===== config.mk =====
export PLATFORM = sky130hd
export DESIGN_NAME = iob_timer_ctrl
export DESIGN_NICKNAME = d
export VERILOG_FILES = /design/src/rtl/iob_timer_pkg.sv /design/src/rtl/iob_timer_prescaler.sv /design/src/rtl/iob_timer_ctrl.sv
export SDC_FILE = /design/constraint.sdc
export NUM_CORES = 1
export LEC_CHECK = 0
export ABC_AREA = 1
export ABC_CLOCK_PERIOD_IN_PS = 3000
export CORE_MARGIN = 1.5
export CORE_UTILIZATION = 43
export CTS_BUF_LIST = sky130_fd_sc_hd__clkbuf_8
export CTS_CLUSTER_SIZE = 20
export DETAILED_ROUTE_END_ITERATION = 8
export PLACE_DENSITY = 0.69
export SLEW_MARGIN = 10
export SYNTH_ARGS = -nofsm -noshare
export SYNTH_HDL_FRONTEND = slang
export SYNTH_SLANG_ARGS = --single-unit

===== constraint.sdc =====
create_clock -name clk_i -period 3 [get_ports clk_i]
set_clock_uncertainty 0.15 [all_clocks]
set_input_delay 0.3 -clock clk_i [delete_from_list [all_inputs] [get_ports clk_i]]
set_output_delay 0.3 -clock clk_i [all_outputs]
set_load 0.005 [all_outputs]

===== src/rtl/iob_timer_pkg.sv =====
// Shared constants for the iob_timer block.
//   - FSM state encodings (2-bit, legacy-compatible localparams)
//   - Mode select constants for cfg_mode_i
package iob_timer_pkg;

  localparam int unsigned STATE_W = 2;

  localparam logic [STATE_W-1:0] ST_IDLE  = 2'b00;
  localparam logic [STATE_W-1:0] ST_RUN   = 2'b01;
  localparam logic [STATE_W-1:0] ST_PAUSE = 2'b10;
  localparam logic [STATE_W-1:0] ST_DONE  = 2'b11;

  localparam logic MODE_ONESHOT  = 1'b0;
  localparam logic MODE_PERIODIC = 1'b1;

endpackage : iob_timer_pkg


===== src/rtl/iob_timer_prescaler.sv =====
// Prescaler for iob_timer_ctrl: counts 0..presc_i while enabled and flags
// a step on the cycle the count reaches presc_i, then wraps to 0.
// Ports:
//   clk_i     - clock, rising edge
//   rst_n_i   - synchronous active-low reset
//   cke_i     - clock enable; counter holds while 0
//   clear_i   - return the counter to 0 (has priority over enable_i)
//   enable_i  - advance the counter this cycle
//   presc_i   - divide value minus 1
//   step_o    - combinational step strobe for the current cycle
module iob_timer_prescaler
  import iob_timer_pkg::*;
#(
  parameter int unsigned PRESC_W = 16
) (
  input  logic               clk_i,
  input  logic               rst_n_i,
  input  logic               cke_i,
  input  logic               clear_i,
  input  logic               enable_i,
  input  logic [PRESC_W-1:0] presc_i,
  output logic               step_o
);

  logic [PRESC_W-1:0] r_cnt;
  logic               w_at_limit;

  // >= rather than == so that lowering presc_i while paused mid-count
  // still produces a step instead of running the counter all the way round.
  assign w_at_limit = (r_cnt >= presc_i);
  assign step_o     = enable_i && w_at_limit;

  always_ff @(posedge clk_i) begin
    if (!rst_n_i) begin
      // NOTE: non-blocking (<=) for every flop so all registers sample
      // pre-edge values; blocking here would create ordering races.
      r_cnt <= '0;
    end else if (cke_i) begin
      if (clear_i) begin
        r_cnt <= '0;
      end else if (enable_i) begin
        r_cnt <= w_at_limit ? '0 : r_cnt + PRESC_W'(1);
      end
    end
  end

endmodule : iob_timer_prescaler


===== src/rtl/iob_timer_ctrl.sv =====
// Programmable timer controller with IDLE/RUN/PAUSE/DONE FSM,
// prescaled counting, one-shot or periodic expiry and a registered tick.
// Ports:
//   clk_i, rst_n_i        - clock and synchronous active-low reset
//   cke_i                 - clock enable; everything holds while 0
//   cfg_valid_i/ready_o   - configuration handshake (ready outside RUN)
//   cfg_period_i          - terminal count
//   cfg_presc_i           - prescaler divide value minus 1
//   cfg_mode_i            - 0 one-shot, 1 periodic
//   start_i, stop_i       - single-cycle commands (stop wins on collision)
//   busy_o, done_o        - high in RUN / DONE
//   tick_o                - one-cycle expiry pulse
//   count_o, state_o      - current count and FSM state code
module iob_timer_ctrl
  import iob_timer_pkg::*;
#(
  parameter int unsigned DATA_W  = 32,
  parameter int unsigned PRESC_W = 16
) (
  input  logic               clk_i,
  input  logic               rst_n_i,
  input  logic               cke_i,
  input  logic               cfg_valid_i,
  output logic               cfg_ready_o,
  input  logic [DATA_W-1:0]  cfg_period_i,
  input  logic [PRESC_W-1:0] cfg_presc_i,
  input  logic               cfg_mode_i,
  input  logic               start_i,
  input  logic               stop_i,
  output logic               busy_o,
  output logic               tick_o,
  output logic               done_o,
  output logic [DATA_W-1:0]  count_o,
  output logic [1:0]         state_o
);

  logic [STATE_W-1:0] r_state;
  logic [DATA_W-1:0]  r_count;
  logic [DATA_W-1:0]  r_period;
  logic [PRESC_W-1:0] r_presc;
  logic               r_mode;
  logic               r_tick;

  logic w_cfg_fire;
  logic w_start_new;
  logic w_abort;
  logic w_presc_clear;
  logic w_presc_en;
  logic w_step;
  logic w_expiry;

  always_comb begin
    // NOTE: every combinational output gets a default first so no path
    // leaves it unassigned, which would otherwise infer a latch.
    w_cfg_fire    = 1'b0;
    w_start_new   = 1'b0;
    w_abort       = 1'b0;
    w_presc_en    = 1'b0;
    w_presc_clear = 1'b0;

    w_cfg_fire  = cfg_valid_i && (r_state != ST_RUN);
    // A fresh start (from IDLE/DONE) only when stop_i is not also present.
    w_start_new = start_i && !stop_i &&
                  ((r_state == ST_IDLE) || (r_state == ST_DONE));
    w_abort     = stop_i && (r_state == ST_PAUSE);
    // A stop in RUN freezes the prescaler on the same edge it pauses.
    w_presc_en  = (r_state == ST_RUN) && !stop_i;
    // Leaving DONE via configuration also resets the prescaler for the next run.
    w_presc_clear = w_start_new || w_abort ||
                    (w_cfg_fire && (r_state == ST_DONE));
  end

  assign w_expiry = w_step && (r_count >= r_period);

  iob_timer_prescaler #(
    .PRESC_W (PRESC_W)
  ) u_presc (
    .clk_i    (clk_i),
    .rst_n_i  (rst_n_i),
    .cke_i    (cke_i),
    .clear_i  (w_presc_clear),
    .enable_i (w_presc_en),
    .presc_i  (r_presc),
    .step_o   (w_step)
  );

  always_ff @(posedge clk_i) begin
    if (!rst_n_i) begin
      // NOTE: only control/config flops exist here, all of them reset;
      // there is no storage array that would be left unreset.
      r_state  <= ST_IDLE;
      r_count  <= '0;
      r_period <= '0;
      r_presc  <= '0;
      r_mode   <= MODE_ONESHOT;
      r_tick   <= 1'b0;
    end else if (cke_i) begin
      r_tick <= w_expiry;

      if (w_cfg_fire) begin
        r_period <= cfg_period_i;
        r_presc  <= cfg_presc_i;
        r_mode   <= cfg_mode_i;
      end

      case (r_state)
        ST_IDLE: begin
          if (w_start_new) begin
            r_state <= ST_RUN;
            r_count <= '0;
          end
        end
        ST_RUN: begin
          if (stop_i) begin
            r_state <= ST_PAUSE;
          end else if (w_expiry) begin
            if (r_mode == MODE_PERIODIC) begin
              r_count <= '0;
            end else begin
              r_state <= ST_DONE;
            end
          end else if (w_step) begin
            r_count <= r_count + DATA_W'(1);
          end
        end
        ST_PAUSE: begin
          if (stop_i) begin
            r_state <= ST_IDLE;
            r_count <= '0;
          end else if (start_i) begin
            r_state <= ST_RUN;
          end
        end
        default: begin  // ST_DONE
          if (w_start_new) begin
            r_state <= ST_RUN;
            r_count <= '0;
          end else if (w_cfg_fire) begin
            r_state <= ST_IDLE;
            r_count <= '0;
          end
        end
      endcase
    end
  end

  // The tick is gated so it never shows while the block is frozen; a tick
  // pending across a frozen stretch appears on the first enabled cycle.
  assign tick_o      = r_tick && cke_i;
  assign cfg_ready_o = (r_state != ST_RUN);
  assign busy_o      = (r_state == ST_RUN);
  assign done_o      = (r_state == ST_DONE);
  assign count_o     = r_count;
  assign state_o     = r_state;

endmodule : iob_timer_ctrl


* Word level (Yosys, flattened, before mapping) *
Index checks and enable logic that the tools add are counted.

operators by class
  add/subtract/negate cells = 2
  order comparisons = 2
  equal/unequal tests = 12
  muxes and demuxes = 21
  reduce and logical (&&, ||, !) cells = 20

operators by type and width
  operator                 number
  $mux W32                 8
  $pmux W32 S3             1
  $mux W16                 3
  $add A32 B1 Y32 const B  1
  $ge A32 B32 Y1           1
  $add A16 B1 Y16 const B  1
  $ge A16 B16 Y1           1
  $mux W2                  8
  $logic_and A1 B1 Y1      9
  $ne A3 B3 Y1 const B     3
  $reduce_and A7 Y1        1
  $ne A2 B2 Y1 const B     3
  $pmux W2 S3              1
  $reduce_and A6 Y1        1
  $eq A2 B2 Y1 const B     2
  $reduce_and A2 Y1        2
  $reduce_bool A4 Y1       1
  $logic_or A1 B1 Y1       3
  $ne A3 B1 Y1 const B     1
  $ne A3 B2 Y1 const B     1
  $eq A2 B1 Y1 const B     1
  $logic_not A2 Y1         1
  $ne A2 B1 Y1 const B     1
  $reduce_bool A2 Y1       1
  $logic_not A1 Y1         1

storage, ports and cells
  register bits after elaboration = 100
  input port bits = 55
  output and inout port bits = 38
  word-level logic and storage cells = 64

* Logic depth before layout (Yosys ltp) *
Gate-level depths: netlist of the first run.

  depth after elaboration = 7
  depth in mapped cells = 21
  mapped depth without buffers = 19

* Modules after synthesis *
A second synthesis of the first run with hierarchy kept.

second synthesis, totals
  cell total of the unflattened synthesis = 985
  area, all modules = 6,573.8 um^2

by module, submodules not included
  module               instances  cells each  area each (um^2)  seq. area each (um^2)
  iob_timer_ctrl       1          755         5,116.2           1,681.6
  iob_timer_prescaler  1          230         1,457.6           320.3

* Worst setup path before layout of the first run *
No wires, ideal clock.

  path type = flip-flop to flip-flop
  start = register r_state[0] (netlist: state_o[0])
  end = register r_count[3] (netlist: count_o[3])
  library setup time = 0.114 ns
  arrival time = 1.884 ns
  data required time = 2.736 ns
  setup slack = 0.852 ns
  stages on the path, launching flop included = 17
  path buffers = 2
  clock period less this slack = 2.148 ns
  cell sequence = dfxtp_1 > inv_1 > ha_1 > nor3_1 > inv_1 > o21ai_1 > nand2_1 > nor2_1 > nand3_1 > inv_2 > nand2_4 > nand2_2 > buf_6 > buf_6 > nand2_1 > nand2_1 > nor2_2

between the ends
  cells in the longest elaborated chain, start to end = 7
  elaborated cells between the ends (all ways) = 22
  those cells by class = 9 x eq/ne; 4 x mux; 9 x reduce/logical

ends and longest elaborated chain
  element                 RTL line                                     text
  from (decl)             iob_timer_ctrl.sv:37                         logic [STATE_W-1:0] r_state;
  from (signal assigned)  iob_timer_ctrl.sv:91                         r_state <= ST_IDLE;
  from (signal assigned)  iob_timer_ctrl.sv:109                        r_state <= ST_RUN;
  from (signal assigned)  iob_timer_ctrl.sv:115                        r_state <= ST_PAUSE;
  $eq A2 B1 Y1            iob_timer_ctrl.sv:67, iob_timer_ctrl.sv:106
  $logic_and A1 B1 Y1     iob_timer_ctrl.sv:67                         w_presc_en = (r_state == ST_RUN) && !stop_i;
  $logic_and A1 B1 Y1     iob_timer_prescaler.sv:31                    assign step_o = enable_i && w_at_limit;
  $logic_and A1 B1 Y1     iob_timer_ctrl.sv:73                         assign w_expiry = w_step && (r_count >= r_period);
  $mux W32                iob_timer_ctrl.sv:116                        end else if (w_expiry) begin
  $mux W32                iob_timer_ctrl.sv:114                        if (stop_i) begin
  $pmux W32 S3            iob_timer_ctrl.sv:106                        case (r_state)
  to (signal assigned)    iob_timer_ctrl.sv:123                        r_count <= r_count + DATA_W'(1);
  to (decl)               iob_timer_ctrl.sv:38                         logic [DATA_W-1:0] r_count;

Several ways; a longest one is shown, not always the timed one. The select of a mux whose other input is x is not followed.
A chain may end at the register's enable or synchronous reset.

* Worst setup path after layout of the first run *
Same ends and word-level chain as after synthesis.

==> impl_results.md, run 1 <==
* Syn_nets at 1019
* Clock power share at 0.261
* Clock-pin slew on the worst setup and hold paths at around 0.11 ns
* Initial antenna violation count at 1
* First-pass GRT wire length at about 26000 um
* Row count at 43
* CP cell instances: inv_1, ha_1, nor3_1, inv_1, o21ai_1, nand2_1, nor2_1, nand3_1, inv_2, nand2_4, nand2_2, buf_12, nand2_1, nand2_1, nor2_2
* CTS resizes at 0
* Vias in the first global route at 5323
* Sequential cell area fraction in the yosys report at 0.324
* Leakage Power at 3.27 nW
* RD Place Congestion at about 0.9
* Max-Cap Viols at 0
* Tightest Hold Check Type: in2reg
* CP max FO at 48
* Pwr Density at ~500 mW/mm^2
* Status: finished, final reports clean
* Drt pass-1 iters at 4
* Flops & latches, synth at 100
* I/O Buffers at slightly above 90
* CP Class: reg2reg
* Total GRT Usage at 0.216
* Mapped cell area at just over 0.006 sq mm
* Share of cells above drive strength 1 at 0.0571
* Setup TNS at 0 ns
* Post-synthesis instance total at a little over 900
* Max H-tree Level at 3
* Synth warn at 0
* Met2 WL post-DR at around 7300 um
* CORE AREA at about 0.014 sq mm
* Number of remaining DRC errors at 0
* Final hold vios at 0
* Internal at between 2 and 3 mW
* Post-DP HPWL at between 10000 and 15000 um
* Routed Wire Length at 15800 um
* Fin crit period at around 2.5 ns
* Metal3 WL at just over 800 um
* Crit path largest cell delay at ~0.4 ns
* Flop pwr share at 0.418
* CTS Buffer Depth at 2
* Hold_buf cts at 0
* Die Area at around 0.015 sq mm
* Initial Util at 0.443
* CTS tree: yes
* Average cell area after synthesis at between 6 and 7 sq um
* Slew Viols, Final at 0
* Postcts setup bufs at 0
* Post-DR wirelength/cell at between 10 and 15 um
* P_sw at between 1 and 1.5 mW
* CTS root buffer: clkbuf_8
* Pwr Total at between 3 and 4 mW
* Clk_lat worst skew at ~0.39 ns
* Worst Setup Start Kind: flip-flop
* Largest net degree at the start of global routing at approximately 80
* Top sig layer: met5
* Core Util, Final at 0.542
* Final setup viols at 0
* Diodes inserted at 0
* Routed Antenna Nets at 0
* Global route overflow at 0
* Via density at between 5 and 6
* DR vias at approximately 6000
* Relative slew slack at 0.631
* Synth cell types at 38
* Num ports at 93
* CP Capture Type: flip-flop
* Filler cells at between 1000 and 1500
* Actual slew at the worst max-slew pin at 0.552 ns
* Tcrit/Tclk final at 0.836
* Peak supply drop at between 0.2 and 0.3 mV
* Max frequency at between 300 and 400 MHz
* Layout area overhead at 22.2%
* CTS Buf Count at 9
* Crit path DAT at 2.66 ns
* Chip height at about 120 um
* Die width at approximately 120 um
* Nets at 1103
* Combinational power share at 0.321
* Met1 wire length at approximately 7400 um
* Crit path max-delay cell type: dfxtp_1
* Clock sink count at 100
* Switch share at 0.346
* Initial DRC Count at about 400
* Worst Path Required at roughly 3.2 ns
* Most used cell, CP: nand2_1
* RSZ-0062 raised after global routing: false
## worst paths after layout
kind / startpoint / endpoint / slack [ns] / depth (start not counted)
worst max-delay path: state_o[0] / count_o[3] / 0.49 / 15
worst min-delay path: rst_n_i / r_presc[12] / 0.26 / 3
worst max register to register: state_o[0] / count_o[3] / 0.49 / 15
worst min register to register: r_period[0] / r_period[0] / 0.31 / 2
## area by class of cell
| cell class | count | area (sq um) | area share |
|---|---|---|---|
| flip-flops and latches | 100 | 2000 | 0.265 |
| repair buffers | 107 | 1070 | 0.141 |
| multi-input cells | 646 | 3540 | 0.468 |
| clock buffers | 10 | 138 | 0.0182 |
| well taps | 180 | 225 | 0.0298 |
| inverters | 130 | 488 | 0.0646 |
| clock inverters | 6 | 95.1 | 0.0126 |
## layer usage
metal,vias up,global-route usage
met3,24,0.0455
met1,2676,0.279
met4,2,0.0734
met5,-,0
met2,138,0.356
li1,3132,-
## synth_stat cells, drive strengths merged
cell	instances	area (sq um)
a211oi	1	7.51
a21boi	1	7.51
a21o	3	22.5
a21oi	76	380
buf	14	88.8
clkbuf	20	75.1
dfxtp	100	2000
ha	54	676
inv	130	488
nand2	188	718
nand3	53	288
nand3b	9	67.6
nand4	38	244
nor2	107	409
nor3	20	121
nor3b	2	20.0
nor4	4	25.0
o211ai	1	7.51
o21a	1	7.51
o21ai	66	334
o21bai	1	7.51
o41ai	1	8.76
or2	1	6.26
xnor2	2	17.5
xor2	17	149
## worst max-delay path: cells and delay by family (launching register included)
kind / cells / cell delay, ns
and+or+nand+nor: 9 / 0.99
buffers and inverters: 4 / 0.49
adders and majority gates: 1 / 0.29
DFF: 1 / 0.40
AOI/OAI and AO/OA: 1 / 0.08
## cell families (layout without fill, tap and decap cells)
| kind of cell | count (synthesis) | after routing | synth area share |
|---|---|---|---|
| xor+xnor | 19 | 19 | 0.0269 |
| simple gates | 422 | 422 | 0.307 |
| compound gates | 151 | 151 | 0.127 |
| fa+ha+maj | 54 | 54 | 0.109 |
| flops | 100 | 100 | 0.324 |
| buf+inv | 164 | 253 | 0.106 |
## cell usage in the layout (no fill, tap or decap), types with 2 or more instances in the layout
cell             count
clkbuf_8            10
nand3_4              2
buf_4               12
ha_1                54
nor3_2               2
inv_2                8
nand3_2              2
nand3b_1             9
nor4_1               4
inv_1              122
o21ai_0             63
a21o_1               3
nor2_1             104
clkinvlp_4           2
nor2_2               3
o21ai_1              2
xnor2_1              2
clkdlybuf4s50_1     91
nand3_1             49
dfxtp_1            100
nand4_1             37
xor2_1              17
nand2_2              2
a21oi_1             76
bufinv_16            2
buf_12               3
nand2_1            185
nor3_1              17
## metrics by stage
stage,area (sq um),setup WS [ns],hold WS [ns],std cells
2_1_floorplan,6180,0.852,0.244,910
3_3_place_gp,7320,0.438,0.289,1163
3_5_place_dp,7320,0.422,0.298,1163
4_1_cts,7550,0.484,0.244,1179
5_1_grt,7550,0.233,0.269,1179
6_report,7550,0.492,0.256,1179
## sequential cells by signal, summed over array words and instances (netlist names)
| signal | count |
|---|---|
| r_mode | 1 |
| r_presc | 16 |
| u_presc.r_cnt | 16 |
| r_period | 32 |
| state_o | 2 |
| r_tick | 1 |
| count_o | 32 |
## power by group through the flow
stage / combinational [mW] / clock, mW / sequential, mW
after CTS: 1.24 / 1.04 / 1.61
after detailed placement: 1.24 / 0 / 1.64
after global placement: 1.22 / 0 / 1.64
final: 1.24 / 1.00 / 1.61
after floorplan: 0.776 / 0 / 1.61
after global routing: 1.42 / 1.09 / 1.63
(Power assumes the default switching activity.)
==> run 2: changes to the inputs <==
ABC_CLOCK_PERIOD_IN_PS = 2300   (was 3000)
PLACE_DENSITY = 0.71   (was 0.69)
clock period = 2.3 ns   (was 3 ns; I/O delays follow)
==> impl_results.md, run 2 (synthesized netlist as in run 1, its figures left out) <==
* Worst Setup Start Kind: flip-flop
* Hold_buf cts at 0 (unchanged)
* Combinational power share at 0.398 (+0.077)
* Tcrit/Tclk final at 0.995 (+0.159)
* CP Class: reg2reg
* Slew Viols, Final at 0 (unchanged)
* Clock sink count at 100 (unchanged)
* I/O Buffers at 92 (unchanged)
* Relative slew slack at 0.696 (+0.0649)
* RD Place Congestion at 0.865 (-4.6%)
* Post-DP HPWL at 11900 um (+2.3%)
* Worst Hold End: r_presc[11]
* CORE AREA at 0.0139 sq mm (unchanged)
* Hold_ws at 0.131 ns (-0.126 ns)
* Initial Util at 0.443 (unchanged)
* Internal at 3.55 mW (+41%)
* Die width at 123 um (unchanged)
* Final setup viols at 0 (unchanged)
* Max H-tree Level at 3 (unchanged)
* CTS tree: yes
* Largest net degree at the start of global routing at 63 (-19%)
* Pwr Density at 647 mW/mm^2 (+27%)
* Reg2Reg Depth at 16 (+1)
* Clock-pin slew on the worst setup and hold paths at 0.10 ns (about the same)
* Reg-to-reg slack, setup at 0.01 ns (-0.48 ns)
* Worst Hold Path Cells at 3 (unchanged)
* CTS Buf Count at 9 (unchanged)
* Most used cell, CP: inv_2
* CP max FO at 6 (-88%)
* Leakage Power at 3.61 nW (+10%)
* Crit path largest cell delay at 0.34 ns (-0.06 ns)
* Routed Wire Length at 17300 um (+9.4%)
* Initial antenna violation count at 1 (unchanged)
* Vias in the first global route at 5591 (+5.0%)
* Clock power share at 0.233 (-0.028)
* Clk_lat worst skew at 0.39 ns (about the same)
* RSZ-0062 raised after global routing: true
* Switch share at 0.354 (+0.00851)
* Peak supply drop at 0.338 mV (+25%)
* Drt pass-1 iters at 5 (+1)
* Number of remaining DRC errors at 0 (unchanged)
* Flop pwr share at 0.369 (-0.049)
* Core Util, Final at 0.609 (+0.0672)
* Status: finished, final reports clean
* Chip height at 123 um (unchanged)
* Max frequency at 437 MHz (+9.6%)
* First-pass GRT wire length at 26200 um (+2.3%)
* Die Area at 0.0151 sq mm (unchanged)
* Fin crit period at 2.29 ns (-0.220 ns)
* Diodes inserted at 0 (unchanged)
* DR vias at 6385 (+6.9%)
* Share of cells above drive strength 1 at 0.198 (+0.140)
* DP Area at 0.00766 sq mm (+4.7%)
* CP Capture Type: flip-flop
* CTS root buffer: clkbuf_8
* Tightest Hold Check Type: in2reg
* CTS Buffer Depth at 2 (unchanged)
* R2r startpoint: r_presc[11]
* Row count at 43 (unchanged)
* Total GRT Usage at 0.220 (+0.00426)
* Max-Cap Viols at 0 (unchanged)
* P_sw at 1.94 mW (+46%)
* R2r endpoint: count_o[4]
* Crit path max-delay cell type: dfxtp_2
* Actual slew at the worst max-slew pin at 0.453 ns (-0.0994 ns)
* Pwr Total at 5.49 mW (+43%)
* Most frequent cells in the layout: nand2_1, inv_1, clkdlybuf4s50_1
* Most common cell after layout, fill and taps aside: nand2_1
* Num ports at 93 (unchanged)
* Final hold vios at 0 (unchanged)
* CP cell instances: inv_2, ha_4, nand2_2, inv_2, nand3_4, nor3_4, nand2_1, nand3_2, nand2_2, inv_2, nand3_4, nand2_4, nand2_8, clkbuf_16, nor2_1, nor2_2
* Setup TNS at 0 ns (unchanged)
* Hold wc startpoint: rst_n_i
* Nets at 1152 (+4.4%)
* Via density at 5.20 (+2.6%)
* Crit path DAT at 2.42 ns (-0.24 ns)
* Post-DR wirelength/cell at 14.1 um (+5.1%)
* Global route overflow at 0 (unchanged)
* Initial DRC Count at 386 (-3.0%)
* Routed Antenna Nets at 0 (unchanged)
* Layout area overhead at 37.4%
* Worst Path Required at 2.43 ns (-0.72 ns)
* Final Instance Area at 0.00849 sq mm (+12%)
run 2: cell count changes in the layout (fill, tap and decap cells not counted), moves of 16 or more:
| cell | before | now |
|---|---|---|
| nand2_1 | 185 | 151 |
| ha_1 | 54 | 38 |
| nor2_1 | 104 | 86 |
| nand2_2 | 2 | 30 |
| buf_4 | 12 | 52 |
| nor2_2 | 3 | 20 |
run 2: layer usage:
metal | track usage | vias up | part of all wire
li1 | - | 3237 | -
met1 | 0.295 | 2891 | 0.45
met2 | 0.350 | 205 | 0.45
met3 | 0.0358 | 50 | 0.057
met4 | 0.0916 | 2 | 0.034
met5 | 0 | - | 0.00063
run 2: worst max-delay path, delay by kind of cell, from the launching register on:
family	cells	cell delay, ns
simple gates	11	1.01
fa+ha+maj	1	0.26
flops	1	0.34
buf+inv	4	0.40
run 2: per-stage QoR:
stage / std cells / worst slack, ns
2_1_floorplan: 910 / 0.152
3_3_place_gp: 1204 / 0.0667
3_5_place_dp: 1204 / 0.0394
4_1_cts: 1220 / 0.0132
5_1_grt: 1228 / -0.128
6_report: 1228 / 0.0120
run 2: layout make-up:
type                       instances  area, sq um
fill                            1257         5450
multi-input combinational        646         3970
sequential                       100         2020
timing repair buffer             156         1570
inverter                         130          488
tap                              180          225
clock buffer                       9          124
clock inverter                     7         98.8
run 2: worst max path at each step:
stage | end | slack [ns] | cells past startpoint | startpoint
floorplan | count_o[3] | 0.15 | 16 | state_o[0]
global placement | count_o[7] | 0.07 | 15 | r_presc[15]
detailed placement | count_o[3] | 0.04 | 14 | stop_i
CTS | count_o[22] | 0.01 | 15 | r_presc[15]
global route | count_o[12] | -0.13 | 17 | r_presc[11]
finish | count_o[4] | 0.01 | 16 | r_presc[11]
run 2: power by group through the flow:
stage	Sequential (mW)	Combinational (mW)	Clock (mW)
2_1_floorplan	2.10	1.01	0
3_3_place_gp	2.04	1.83	0
3_5_place_dp	2.04	1.86	0
4_1_cts	2.00	1.87	1.31
5_1_grt	2.04	2.44	1.37
6_report	2.02	2.19	1.28
run 2: what timing repair did:
item                       4_1_cts  5_1_grt
gates resized for setup          1      115
setup endpoints to repair        1       34
cloned                           0        6
pin swaps                        0       37
setup buffers                    0        2
